**config.mk**
```make
export PLATFORM = sky130hd
export DESIGN_NAME = lcd_ctrl
export DESIGN_NICKNAME = d
export VERILOG_FILES = /design/src/rtl/lcd_pkg.sv /design/src/rtl/lcd_phase_timer.sv /design/src/rtl/lcd_ctrl.sv
export SDC_FILE = /design/constraint.sdc
export NUM_CORES = 1
export LEC_CHECK = 0
export ABC_AREA = 1
export BUFFER_PORTS_ARGS = -buffer_cell sky130_fd_sc_hd__buf_2
export CORE_ASPECT_RATIO = 0.5
export CORE_MARGIN = 1
export CORE_UTILIZATION = 52
export CTS_CLUSTER_DIAMETER = 40
export CTS_CLUSTER_SIZE = 8
export DETAILED_ROUTE_END_ITERATION = 8
export PLACE_DENSITY = 0.8
export SLEW_MARGIN = 20
export SYNTH_ARGS = -nofsm -noshare
export SYNTH_HDL_FRONTEND = slang
export SYNTH_SLANG_ARGS = --single-unit
```
**constraint.sdc**
```tcl
create_clock -name clk -period 2.42 [get_ports clk]
set_input_delay 0.121 -clock clk [delete_from_list [all_inputs] [get_ports clk]]
set_output_delay 0.121 -clock clk [all_outputs]
set_load 0.01 [all_outputs]
```
**src/rtl/lcd_pkg.sv**
```systemverilog
// Shared types and constants for the character-LCD controller.
package lcd_pkg;

  typedef enum logic [2:0] {
    ST_PWRUP,
    ST_INIT_LOAD,
    ST_SETUP,
    ST_EN_HI,
    ST_HOLD,
    ST_WAIT,
    ST_IDLE
  } lcd_state_e;

  // lcd_reg bit positions
  localparam int LCD_ON_BIT  = 31;
  localparam int REQ_TGL_BIT = 30;
  localparam int RS_BIT      = 8;

  // lcd_status bit positions
  localparam int BUSY_BIT      = 0;
  localparam int INIT_DONE_BIT = 1;
  localparam int ACK_TGL_BIT   = 30;

  // HD44780 init: 8-bit/2-line, display on, clear, entry mode (index 0 first)
  localparam logic [3:0][7:0] INIT_ROM = {8'h06, 8'h01, 8'h0C, 8'h38};

  // Clear display / return home need the long execution wait
  function automatic logic is_long_cmd(logic rs, logic [7:0] data);
    return !rs && (data[7:2] == 6'd0);
  endfunction

  function automatic int unsigned max_u(int unsigned a, int unsigned b);
    return (a > b) ? a : b;
  endfunction

endpackage

```
**src/rtl/lcd_phase_timer.sv**
```systemverilog
// Shared phase down-counter: loaded with (T-1) on phase entry, done at zero.
module lcd_phase_timer #(
  parameter int CW = 8
) (
  input  logic          clk,
  input  logic          load_i,
  input  logic [CW-1:0] load_val_i,
  output logic          done_o
);

  logic [CW-1:0] cnt_q;

  // Reload on phase entry, otherwise count down and park at zero
  always_ff @(posedge clk) begin
    if (load_i)             cnt_q <= load_val_i;
    else if (cnt_q != '0)   cnt_q <= cnt_q - 1'b1;
  end

  assign done_o = (cnt_q == '0);

endmodule

```
**src/rtl/lcd_ctrl.sv**
```systemverilog
// HD44780 character-LCD controller: power-up init, then timed CPU byte writes
// via a toggle handshake on the memory-mapped lcd register.
module lcd_ctrl
  import lcd_pkg::*;
#(
  parameter int unsigned T_PWRUP = 750_000,
  parameter int unsigned T_AS    = 4,
  parameter int unsigned T_EN    = 16,
  parameter int unsigned T_H     = 4,
  parameter int unsigned T_CMD   = 2_000,
  parameter int unsigned T_LONG  = 82_000
) (
  input  logic        clk,
  input  logic        rst,
  input  logic [31:0] lcd_reg,
  output logic [31:0] lcd_status,
  output logic [7:0]  lcd_data,
  output logic        lcd_rs,
  output logic        lcd_rw,
  output logic        lcd_en,
  output logic        lcd_on
);

  localparam int unsigned TMAX = max_u(max_u(max_u(T_PWRUP, T_AS), max_u(T_EN, T_H)),
                                       max_u(T_CMD, T_LONG));
  localparam int CW = $clog2(TMAX) + 1;

  if (T_PWRUP < 1 || T_AS < 1 || T_EN < 1 || T_H < 1 || T_CMD < 1 || T_LONG < 1) begin : g_param_chk
    $error("lcd_ctrl: every timing parameter must be at least 1");
  end

  lcd_state_e    state_q, state_d;
  logic [1:0]    idx_q;
  logic          init_done_q, ack_q, req_q;
  logic          rs_q, en_q, on_q;
  logic [7:0]    data_q;
  logic          ld;
  logic [CW-1:0] ld_val;
  logic          t_done;
  logic          pending;

  // Unused lcd_reg bits are ignored by design
  logic unused_lcd_reg;
  assign unused_lcd_reg = ^lcd_reg[29:9];

  assign pending = (lcd_reg[REQ_TGL_BIT] != ack_q);

  lcd_phase_timer #(.CW(CW)) u_timer (
    .clk       (clk),
    .load_i    (ld),
    .load_val_i(ld_val),
    .done_o    (t_done)
  );

  // Next state and timer reload; the reload fires on the edge that enters a phase
  always_comb begin
    state_d = state_q;
    ld      = 1'b0;
    ld_val  = '0;
    if (!rst) begin
      state_d = ST_PWRUP;
      ld      = 1'b1;
      ld_val  = CW'(T_PWRUP - 1);
    end else begin
      case (state_q)
        ST_PWRUP:     if (t_done) state_d = ST_INIT_LOAD;
        ST_INIT_LOAD: begin
          state_d = ST_SETUP;
          ld      = 1'b1;
          ld_val  = CW'(T_AS - 1);
        end
        ST_SETUP: if (t_done) begin
          state_d = ST_EN_HI;
          ld      = 1'b1;
          ld_val  = CW'(T_EN - 1);
        end
        ST_EN_HI: if (t_done) begin
          state_d = ST_HOLD;
          ld      = 1'b1;
          ld_val  = CW'(T_H - 1);
        end
        ST_HOLD: if (t_done) begin
          state_d = ST_WAIT;
          ld      = 1'b1;
          ld_val  = is_long_cmd(rs_q, data_q) ? CW'(T_LONG - 1) : CW'(T_CMD - 1);
        end
        ST_WAIT: if (t_done) begin
          state_d = (!init_done_q && idx_q != 2'd3) ? ST_INIT_LOAD : ST_IDLE;
        end
        ST_IDLE: if (pending) begin
          state_d = ST_SETUP;
          ld      = 1'b1;
          ld_val  = CW'(T_AS - 1);
        end
        default: state_d = ST_PWRUP;
      endcase
    end
  end

  // State register, pin registers, request latch, init index and handshake
  always_ff @(posedge clk) begin
    if (!rst) begin
      state_q     <= ST_PWRUP;
      idx_q       <= 2'd0;
      init_done_q <= 1'b0;
      ack_q       <= 1'b0;
      req_q       <= 1'b0;
      rs_q        <= 1'b0;
      data_q      <= 8'h00;
      en_q        <= 1'b0;
      on_q        <= 1'b0;
    end else begin
      state_q <= state_d;
      on_q    <= lcd_reg[LCD_ON_BIT];
      case (state_q)
        ST_INIT_LOAD: begin
          rs_q   <= 1'b0;
          data_q <= INIT_ROM[idx_q];
        end
        ST_IDLE: if (pending) begin
          rs_q   <= lcd_reg[RS_BIT];
          data_q <= lcd_reg[7:0];
          req_q  <= lcd_reg[REQ_TGL_BIT];
        end
        ST_SETUP: if (t_done) en_q <= 1'b1;
        ST_EN_HI: if (t_done) en_q <= 1'b0;
        ST_WAIT: if (t_done) begin
          if (init_done_q)       ack_q       <= req_q;
          else if (idx_q == 2'd3) init_done_q <= 1'b1;
          else                   idx_q       <= idx_q + 2'd1;
        end
        default: ;
      endcase
    end
  end

  // Status word for the LSU load path
  always_comb begin
    lcd_status                = '0;
    lcd_status[BUSY_BIT]      = (state_q != ST_IDLE);
    lcd_status[INIT_DONE_BIT] = init_done_q;
    lcd_status[ACK_TGL_BIT]   = ack_q;
  end

  assign lcd_data = data_q;
  assign lcd_rs   = rs_q;
  assign lcd_rw   = 1'b0;
  assign lcd_en   = en_q;
  assign lcd_on   = on_q;

endmodule

```
# After elaboration in Yosys (flattened, before gate mapping)
# Index checks and enable logic that the tools add are counted.
dict set report word_totals {
  output_inout_bits 44
  latchBits 0
  input_bits 34
  mem_count 0
  register_bits 40
  mem_bits_ro 0
  ram_bits 0
  elab_cells 82
}
dict set report classes {
  n_shift 0
  addsub 2
  bitwise 2
  n_eq_ne 16
  n_reduce_logical 19
  n_mul 0
  n_lt_le_gt_ge 1
  muxes 32
  div_mod_pow 0
}
# op count
set ops {}
lappend ops {{$pmux W17 S5} 1}
lappend ops {{$mux W21} 2}
lappend ops {{$mux W17} 2}
lappend ops {{$logic_not A21 Y1} 1}
lappend ops {{$mux W3} 7}
lappend ops {{$pmux W3 S7} 1}
lappend ops {{$reduce_bool A21 Y1} 1}
lappend ops {{$sub A21 B1 Y21 const B} 1}
lappend ops {{$mux W20} 1}
lappend ops {{$bmux W8 S2} 1}
lappend ops {{$mux W8} 2}
lappend ops {{$pmux W8 S2} 1}
lappend ops {{$ne A2 B2 Y1 const B} 7}
lappend ops {{$eq A3 B3 Y1 const B} 3}
lappend ops {{$mux W1} 8}
lappend ops {{$eq A3 B2 Y1 const B} 2}
lappend ops {{$logic_not A6 Y1} 1}
lappend ops {{$reduce_and A2 Y1} 3}
lappend ops {{$reduce_and A3 Y1} 2}
lappend ops {{$reduce_and A6 Y1} 1}
lappend ops {{$reduce_bool A2 Y1} 3}
lappend ops {{$mux W2} 2}
lappend ops {{$mux W4} 1}
lappend ops {{$pmux W1 S2} 2}
lappend ops {{other kinds (13)} 16}

# Longest topological paths before layout
# Gate-level depths: netlist of run 1.
dict set report depth {
  word_depth 7
  mapped_depth 11
}

# By module
# A second synthesis of run 1 with hierarchy kept.
dict set report unflattened {
  hier_cells 391
  area_unflattened_um2 2810.2
}
# module area_per_inst_um2 cells_per_inst seq_area_each_um2 instances
set by_module_without_submodules {}
lappend by_module_without_submodules {lcd_phase_timer 1468.9 196 630.6 1}
lappend by_module_without_submodules {lcd_ctrl 1341.3 195 380.4 1}

# Least setup slack after synthesis of run 1
# Ideal clock, no wire load.
dict set report synth_timing {
  kind {register to register}
  start {register u_timer.cnt_q[5]}
  end {register u_timer.cnt_q[0] (enable)}
  n_path_buf 0
  stages_incl_launch_ff 10
  arrival_time_ps 1755
  setup_slack_ps 287
  period_less_slack_ps 2133
  required_ps 2042
  path_cell_list {edfxtp_1 -> nor2_2 -> nand2_1 -> nor2_4 -> nand2_2 -> nor2_4 -> nand2_2 -> nand2_2 -> nor2_1 -> nand2_1}
}
dict set report synth_between {
  elab_chain_len 5
  word_cells_on_any_way 6
  cone_classes {3 x mux; 3 x reduce/logical}
}
# element line
set synth_rtl {}
lappend synth_rtl {{start, declared} lcd_phase_timer.sv:11} ;# logic [CW-1:0] cnt_q;
lappend synth_rtl {{start signal, assigned} lcd_phase_timer.sv:15} ;# if (load_i) cnt_q <= load_val_i;
lappend synth_rtl {{start signal, assigned} lcd_phase_timer.sv:16} ;# else if (cnt_q != '0) cnt_q <= cnt_q - 1'b1;
lappend synth_rtl {{$logic_not A21 Y1} lcd_phase_timer.sv:19} ;# assign done_o = (cnt_q == '0);
lappend synth_rtl {{$mux W1} {lcd_ctrl.sv:72, lcd_ctrl.sv:77, lcd_ctrl.sv:82}}
lappend synth_rtl {{$pmux W1 S3} lcd_ctrl.sv:65} ;# case (state_q)
lappend synth_rtl {{$mux W1} lcd_ctrl.sv:60} ;# if (!rst) begin
lappend synth_rtl {{$reduce_bool A2 Y1 (no line) (*)} --}
# Every way passes the cells marked *; elsewhere a longest branch is shown, timed or not.
# A chain may end at the register's enable or synchronous reset.

# Worst setup path after layout of run 1
dict set report layout_timing {
  start {register state_q[0]}
  end {register u_timer.cnt_q[11] (enable)}
}
dict set report layout_between {
  elab_chain_len 5
  word_cells_on_any_way 9
  cone_classes {5 x eq/ne; 2 x mux; 2 x reduce/logical}
}
# element line
set layout_rtl {}
lappend layout_rtl {{start, declared} lcd_ctrl.sv:32} ;# lcd_state_e state_q, state_d;
lappend layout_rtl {{start signal, assigned} lcd_ctrl.sv:113} ;# state_q <= state_d;
lappend layout_rtl {{$eq A3 B2 Y1 / $eq A3 B3 Y1 (equally long branches)} lcd_ctrl.sv:65}
lappend layout_rtl {{$reduce_or A3 Y1 (no line)} --}
lappend layout_rtl {{$pmux W1 S3 (*)} lcd_ctrl.sv:65}
lappend layout_rtl {{$mux W1 (*)} lcd_ctrl.sv:60}
lappend layout_rtl {{$reduce_bool A2 Y1 (no line) (*)} --}
# Marked as above.

==> results of run 1 <==
## flip-flops by register name, indices dropped and copies added (netlist names)
register and count:
lcd_on 1, u_timer.cnt_q 21, init_done_q 1, lcd_en 1
lcd_rs 1, state_q 3, lcd_data 8, req_q 1
idx_q 2, ack_q 1
## power groups by stage
stage / clock network (mW) / logic [mW] / registers (mW)
global route: 0.531 / 0.863 / 1.02
floorplan: 0 / 0.605 / 1.01
global placement: 0 / 0.713 / 1.01
finish: 0.507 / 0.746 / 1.00
detailed placement: 0 / 0.739 / 1.01
CTS: 0.509 / 0.744 / 0.999
## worst paths after layout
| kind | start | to | slack [ns] | cells past startpoint |
|---|---|---|---|---|
| worst max-delay path | state_q[0]$_SDFFE_PN0P_ | u_timer.cnt_q[11]$_SDFFCE_PP0P_ | 0.20 | 7 |
| worst min-delay path | lcd_reg[31] | lcd_on$_SDFF_PN0_ | 0.02 | 3 |
| worst max register to register | state_q[0]$_SDFFE_PN0P_ | u_timer.cnt_q[11]$_SDFFCE_PP0P_ | 0.20 | 7 |
| worst min register to register | req_q$_SDFFE_PN0P_ | req_q$_SDFFE_PN0P_ | 0.47 | 2 |
## final cells by class
class	instances	share of cell area
multi-input cells	273	0.472
repair buffers	30	0.0567
clock inverters	2	0.00443
clock buffers	6	0.0332
inverters	35	0.0465
flip-flops and latches	40	0.358
well taps	66	0.0292
## placed cells by master (no fill, tap or decap), types with 3 or more instances in the layout
cell type	count
nand2_1	93
nor2_1	53
inv_1	30
conb_1	30
buf_2	26
edfxtp_1	21
nand3_1	19
dfxtp_1	19
o21ai_0	10
a21oi_1	10
xor2_1	9
o21ai_1	6
inv_2	5
nand4_1	5
ha_1	5
clkbuf_8	5
nor2_2	4
nor3_1	4
nand2_2	4
o211a_1	4
buf_4	4
a21oi_2	3
## worst reg2reg max path, cell delays in order, from the launching register on
cell     delay [ns]
dfxtp_1        0.47
nand2_1        0.15
o21ai_2        0.50
inv_2          0.24
nand2_2        0.19
nor2_1         0.08
nand2_1        0.09
buf_4          0.19
## layer usage
metal / GRT usage / share of wire / vias up
li1: - / - / 1142
met1: 0.278 / 0.47 / 1031
met2: 0.380 / 0.46 / 79
met3: 0.0440 / 0.053 / 5
met4: 0.0681 / 0.0089 / 0
met5: 0 / 0 / -
## logic make-up after synthesis
kind of cell,share of synthesized area
simple gates,0.321
compound gates,0.0804
buf+inv,0.155
xor+xnor,0.0364
flops,0.382
fa+ha+maj,0.0237
other cells,0.00142
## stage by stage
stage,std cells,hold slack (ns),power [mW],setup slack (ns),instance area (um^2)
after floorplan,386,0.219,1.62,0.287,2750
after global placement,444,0.302,1.72,0.318,2720
after detailed placement,444,0.315,1.75,0.235,2720
after CTS,452,0.0173,2.25,0.213,2820
after global routing,452,0.0203,2.41,0.0329,2820
final,452,0.0198,2.26,0.198,2820
==> impl_metrics.ini, run 1 <==
[route]
via_per_inst = 4.99
first_pass_iters = 4
wl_per_cell_um = 11.4
vias = 2257
drc_errors = 0
ant_nets = 0
drtIter0Drc = 104
routed_wl_um = 5160

[clock_network]
numCtsBuffers = 5
clk_latency_ns = 0.30
cts_sinks = 40
root_buffer = clkbuf_8
post_cts_buffers = 0
htreeDepth = 2
ctsLongestPathBuffers = 2
cts_repair_resize_count = 0
cts_tree = built
ctsHoldBuffers = 0
clk_pin_slew_ns = 0.09

[setup_path]
arrival_ns = 2.21
critPathCaptureType = flop
crit_buf_inv = 2
cp-start-kind = flop
critical_path.max_stage_delay_ns = 0.50
slowest_stage = o21ai_2
cp_common_cell = nand2_1
worstPathRequired_ns = 2.41
cp_top_family = simple AND/OR/NAND/NOR gates
critPathMaxFanout = 14
path_class = reg2reg
path_cells = nand2_1 > o21ai_2 > inv_2 > nand2_2 > nor2_1 > nand2_1 > buf_4

[global_route]
track_usage = 0.219
grt.overflow.total = 0
antenna_found_initial = 0
grt_max_degree = 29
first_global_vias = 2074
grt_pass1_wl_um = 8970

[power_and_ir_drop]
internal-power_mw = 1.40
irDropWorstVdd_mv = 0.468
p_per_area_nw_per_um2 = 799
p_comb_frac = 0.331
p_leak_nw = 1.32
seqPwrFrac = 0.444
p_switching_uw = 859
swShare = 0.381
power.share.clock = 0.225

[timing]
fmax_mhz = 450
setup_violations = 0
finalCriticalPeriod_ns = 2.22
worst_pin_slew_ns = 0.602
final_hold_viol_count = 0
relSlewSlack = 0.599
rsz0062_at_grt = false
period_share = 0.918
clock_skew_ns = 0.0125
maxSlewViolCount = 0
fin_setup_tns_ns = 0

[synthesis]
netlist_instances = 357
netlist_top_cells_count = 93 x nand2_1, 53 x nor2_1, 32 x buf_4
ys_seq_area_frac = 0.382
yosys.area.top_type_share = 0.238
avgSynthCellArea_um2 = 7.41
syn-cell-area_um2 = 2650
synth-edff-count = 21
synth_area_leader_cell = edfxtp_1
ys_warn_count = 0
ys_types = 35
ys_async_sr_fraction = 0
synth-main-ff-cell = edfxtp_1
ys_top_cells_by_area = edfxtp_1 24%, dfxtp_1 14%, nand2_1 13%
yosysMostFrequentCell = nand2_1
ys_seq_elements = 40

[floorplanning]
die_height_um = 52.4
dieArea_um2 = 5390
die_x_um = 103
num_io_pins = 78
coreArea_um2 = 4640
num_rows = 17
initial_core_util = 0.570

[finish]
num-nets-final = 424
num_antenna_cells = 0
seq_area_um2 = 1010
nFillCells = 431
drive_gt1_frac = 0.155
final_core_util = 0.609
syn_to_final_growth_pct = 6.76
multiInputGateArea_um2 = 1330

[flow_run]
cap_violations = 0

[placement]
io_buffers = 26
hpwl_um = 3920
globalplace.congestion = 0.889

[outcome]
status = finished, final reports clean

[worst_hold_path]
min_path_type = in2reg
No activity file was read; power rests on OpenSTA's default activity.
==> run 2: changes to the inputs <==
Settings changed: CORE_UTILIZATION 52 to 54, CTS_BUF_LIST set to sky130_fd_sc_hd__clkbuf_2 sky130_fd_sc_hd__clkbuf_4 sky130_fd_sc_hd__clkbuf_8, PLACE_DENSITY 0.8 to 0.83.
==> impl_metrics.ini, run 2 (synthesis results as in run 1) <==
[power_and_ir_drop]
p_total_mw = 2.21
p_leak_nw = 1.31
p_per_area_nw_per_um2 = 787
irDropWorstVdd_mv = 0.435

[clock_network]
cts_repair_resize_count = 0
clk_pin_slew_ns = 0.09
cts_sinks = 40
root_buffer = clkbuf_8
post_cts_buffers = 0
ctsLongestPathBuffers = 2
numCtsBuffers = 5
htreeDepth = 2
ctsHoldBuffers = 0
clk_latency_ns = 0.30
cts_tree = built

[placement]
pre_cts_ws_ns = 0.281
hpwl_um = 3990
postPlaceCellArea_um2 = 2720
place_inst = 444
globalplace.congestion = 0.897
io_buffers = 26

[route]
first_pass_iters = 5
ant_nets = 0
routed_wl_um = 5240
drtIter0Drc = 103
via_per_inst = 5.04
met3RoutedLength_um = 312
vias = 2276
wl_met2_um = 2480
topRoutingLayerUsed = met4
wl_met1_um = 2340
wl_per_cell_um = 11.6
drc_errors = 0

[setup_path]
cp-start-kind = flop
r2r_start = state_q[0]$_SDFFE_PN0P_
worstPathRequired_ns = 2.41
reg2reg_depth = 7
critPathCaptureType = flop
arrival_ns = 2.18
critPathMaxFanout = 14
path_class = reg2reg
startpoint = state_q[0]$_SDFFE_PN0P_

[finish]
drive_gt1_frac = 0.158
fin_cells = 452
final_common_cell = nand2_1
num-nets-final = 424
num_antenna_cells = 0
regMostFlops = u_timer.cnt_q
syn_to_final_growth_pct = 6.05
layout_common_cells = 93 x nand2_1, 53 x nor2_1, 30 x inv_1, 30 x conb_1, 26 x buf_2
final_area_um2 = 2810
final_core_util = 0.616
largest_register_ffs = 21

[floorplanning]
num_io_pins = 78
dieArea_um2 = 5200
die_height_um = 51.5
coreArea_um2 = 4550
initial_core_util = 0.581
die_x_um = 101
num_rows = 17

[timing]
maxSlewViolCount = 0
setup_slack_ns = 0.232
fmax_mhz = 457
relSlewSlack = 0.619
setup_violations = 0
finalCriticalPeriod_ns = 2.19
holdWs_ns = 0.00934
fin_setup_tns_ns = 0
final_hold_viol_count = 0
clock_skew_ns = 0.0171
period_share = 0.904
rsz0062_at_grt = false
worst_pin_slew_ns = 0.571

[global_route]
grt_max_degree = 29
grt.overflow.total = 0
track_usage = 0.222
grt_pass1_wl_um = 8780
first_global_vias = 2056
antenna_found_initial = 0

[worst_hold_path]
whs_path_depth = 3
min_path_type = in2reg
min_from = lcd_reg[31]

[flow_run]
cap_violations = 0

[outcome]
status = finished, final reports clean
==> run 2: cell types whose count changed in the layout (fill, tap and decap cells not counted) <==
cell	delta
clkinv_1	-1
clkbuf_16	-1
clkinv_2	+1
inv_4	+1
clkbuf_4	+1
clkinv_4	-1
==> run 2: worst paths after layout <==
kind | endpoint | slack [ns]
max | u_timer.cnt_q[19]$_DFFE_PP_ | 0.23
min | lcd_on$_SDFF_PN0_ | 0.009
max reg2reg | u_timer.cnt_q[19]$_DFFE_PP_ | 0.23
min reg2reg | req_q$_SDFFE_PN0P_ | 0.47
==> run 2: power breakdown <==
group | total [mW] | switching (mW) | internal [mW]
clock | 0.459 | 0.245 | 0.214
combinational | 0.744 | 0.486 | 0.257
sequential | 1.00 | 0.129 | 0.875
==> run 2: cell type report <==
type	count	area, um^2
Timing Repair Buffer	30	160
Inverter	35	131
Sequential cell	40	1010
Multi-Input combinational cell	273	1330
Clock buffer	6	76.3
Clock inverter	2	11.3
Tap cell	66	82.6
Fill cell	395	1750
==> run 2: critical path: stages (launching register included) <==
cell and delay, ns:
dfxtp_1 0.46, nand2_1 0.15, o21ai_2 0.48, inv_2 0.23
nand2_2 0.17, nor2_1 0.08, nand2_1 0.10, buf_4 0.20
==> run 2: layer usage <==
layer | vias up | GRT usage
met1 | 1042 | 0.272
met3 | 11 | 0.0484
met5 | - | 0
met2 | 91 | 0.388
met4 | 0 | 0.0894
li1 | 1132 | -
==> run 3: changes to the inputs <==
Settings changed: CORE_UTILIZATION 54 to 58, PLACE_DENSITY 0.83 to 0.88.
Clock period 2.42 ns to 2.7 ns, I/O delays scaled along.
==> impl_metrics.ini, run 3 (synthesis results as in run 1) <==
[outcome]
status = finished, final reports clean

[power_and_ir_drop]
p_leak_nw = 1.34
p_total_mw = 2.18
p_switching_uw = 772
p_per_area_nw_per_um2 = 764
power.share.clock = 0.272
p_comb_frac = 0.314
swShare = 0.355
internal-power_mw = 1.40
seqPwrFrac = 0.413
irDropWorstVdd_mv = 0.403

[setup_path]
cp-start-kind = flop
worstPathRequired_ns = 2.70
cp_common_cell = nand2_2
critPathMaxFanout = 11
cp_top_family = simple AND/OR/NAND/NOR gates
slowest_stage = edfxtp_1
arrival_ns = 2.12
path_class = reg2reg
critical_path.max_stage_delay_ns = 0.49
crit_buf_inv = 1
path_cells = nor2_2 > nand2_1 > nor2_4 > nand2_2 > nor2_4 > nand2_2 > nand2_2 > nor2_1 > nand2_1 > buf_4
critPathCaptureType = flop

[route]
drc_errors = 0
drtIter0Drc = 113
via_per_inst = 5.14
routed_wl_um = 5310
ant_nets = 0
vias = 2265
wl_per_cell_um = 12.0
first_pass_iters = 4

[placement]
pre_cts_ws_ns = 0.635
io_buffers = 26
hpwl_um = 4050
postPlaceCellArea_um2 = 2710
place_inst = 433
globalplace.congestion = 0.890

[clock_network]
numCtsBuffers = 5
root_buffer = clkbuf_8
cts_repair_resize_count = 0
clk_pin_slew_ns = 0.07
clk_latency_ns = 0.29
ctsHoldBuffers = 0
htreeDepth = 2
ctsLongestPathBuffers = 2
cts_sinks = 40
cts_tree = built
post_cts_buffers = 0

[floorplanning]
coreArea_um2 = 4120
initial_core_util = 0.641
num_io_pins = 78
num_rows = 16
dieArea_um2 = 4850
die_x_um = 97.5
die_height_um = 49.8

[finish]
syn_to_final_growth_pct = 7.62
regMostFlops = u_timer.cnt_q
final_common_cell = nand2_1
final_core_util = 0.690
final_area_um2 = 2850
num-nets-final = 425
num_antenna_cells = 0
layout_common_cells = 93 x nand2_1, 53 x nor2_1, 30 x inv_1, 30 x conb_1, 26 x buf_2
fin_cells = 441
largest_register_ffs = 21
drive_gt1_frac = 0.160

[timing]
fmax_mhz = 471
maxSlewViolCount = 0
setup_slack_ns = 0.577
holdWs_ns = 0.0307
clock_skew_ns = 0.00835
rsz0062_at_grt = false
final_hold_viol_count = 0
finalCriticalPeriod_ns = 2.12
setup_violations = 0
period_share = 0.786
fin_setup_tns_ns = 0

[global_route]
grt_max_degree = 30
antenna_found_initial = 0
grt_pass1_wl_um = 9030
grt.overflow.total = 0
track_usage = 0.233
first_global_vias = 2126

[flow_run]
cap_violations = 0

[worst_hold_path]
min_path_type = in2reg
## run 3: cell count changes in the layout (fill, tap and decap cells not counted), sizes merged
cell	before	now
buf	30	31
bufinv	0	2
clkinv	1	0
inv	36	35
## run 3: path summary, 6_finish.rpt
check                                                    to  slack [ns]                       start  cells past startpoint
worst min register to register           req_q$_SDFFE_PN0P_        0.47          req_q$_SDFFE_PN0P_                      2
worst min-delay path                      lcd_on$_SDFF_PN0_        0.03                 lcd_reg[31]                      3
worst max register to register  u_timer.cnt_q[19]$_DFFE_PP_        0.58  u_timer.cnt_q[5]$_DFFE_PP_                     10
worst max-delay path            u_timer.cnt_q[19]$_DFFE_PP_        0.58  u_timer.cnt_q[5]$_DFFE_PP_                     10
## run 3: final cells by class
| type | instances | area (um^2) |
|---|---|---|
| Tap cell | 54 | 67.6 |
| Clock buffer | 6 | 76.3 |
| Inverter | 35 | 131 |
| Clock inverter | 2 | 60.1 |
| Sequential cell | 40 | 1010 |
| Fill cell | 293 | 1280 |
| Timing Repair Buffer | 31 | 168 |
| Multi-Input combinational cell | 273 | 1330 |
## run 3: power groups by stage
stage               registers [mW]  logic (mW)  clock network [mW]
detailed placement           0.910       0.673                   0
floorplan                    0.907       0.543                   0
finish                       0.899       0.684               0.593
global placement             0.902       0.644                   0
global route                 0.915       0.767               0.620
CTS                          0.896       0.681               0.592
## run 3: layer usage
layer	routed length (um)	track usage
met1	2290	0.280
met2	2550	0.411
met3	378	0.0567
met4	87	0.0882
met5	0	0
## run 3: worst min-delay path, stage by stage
cell     delay (ns)
buf_2          0.08
nand2_1        0.04
inv_1          0.04
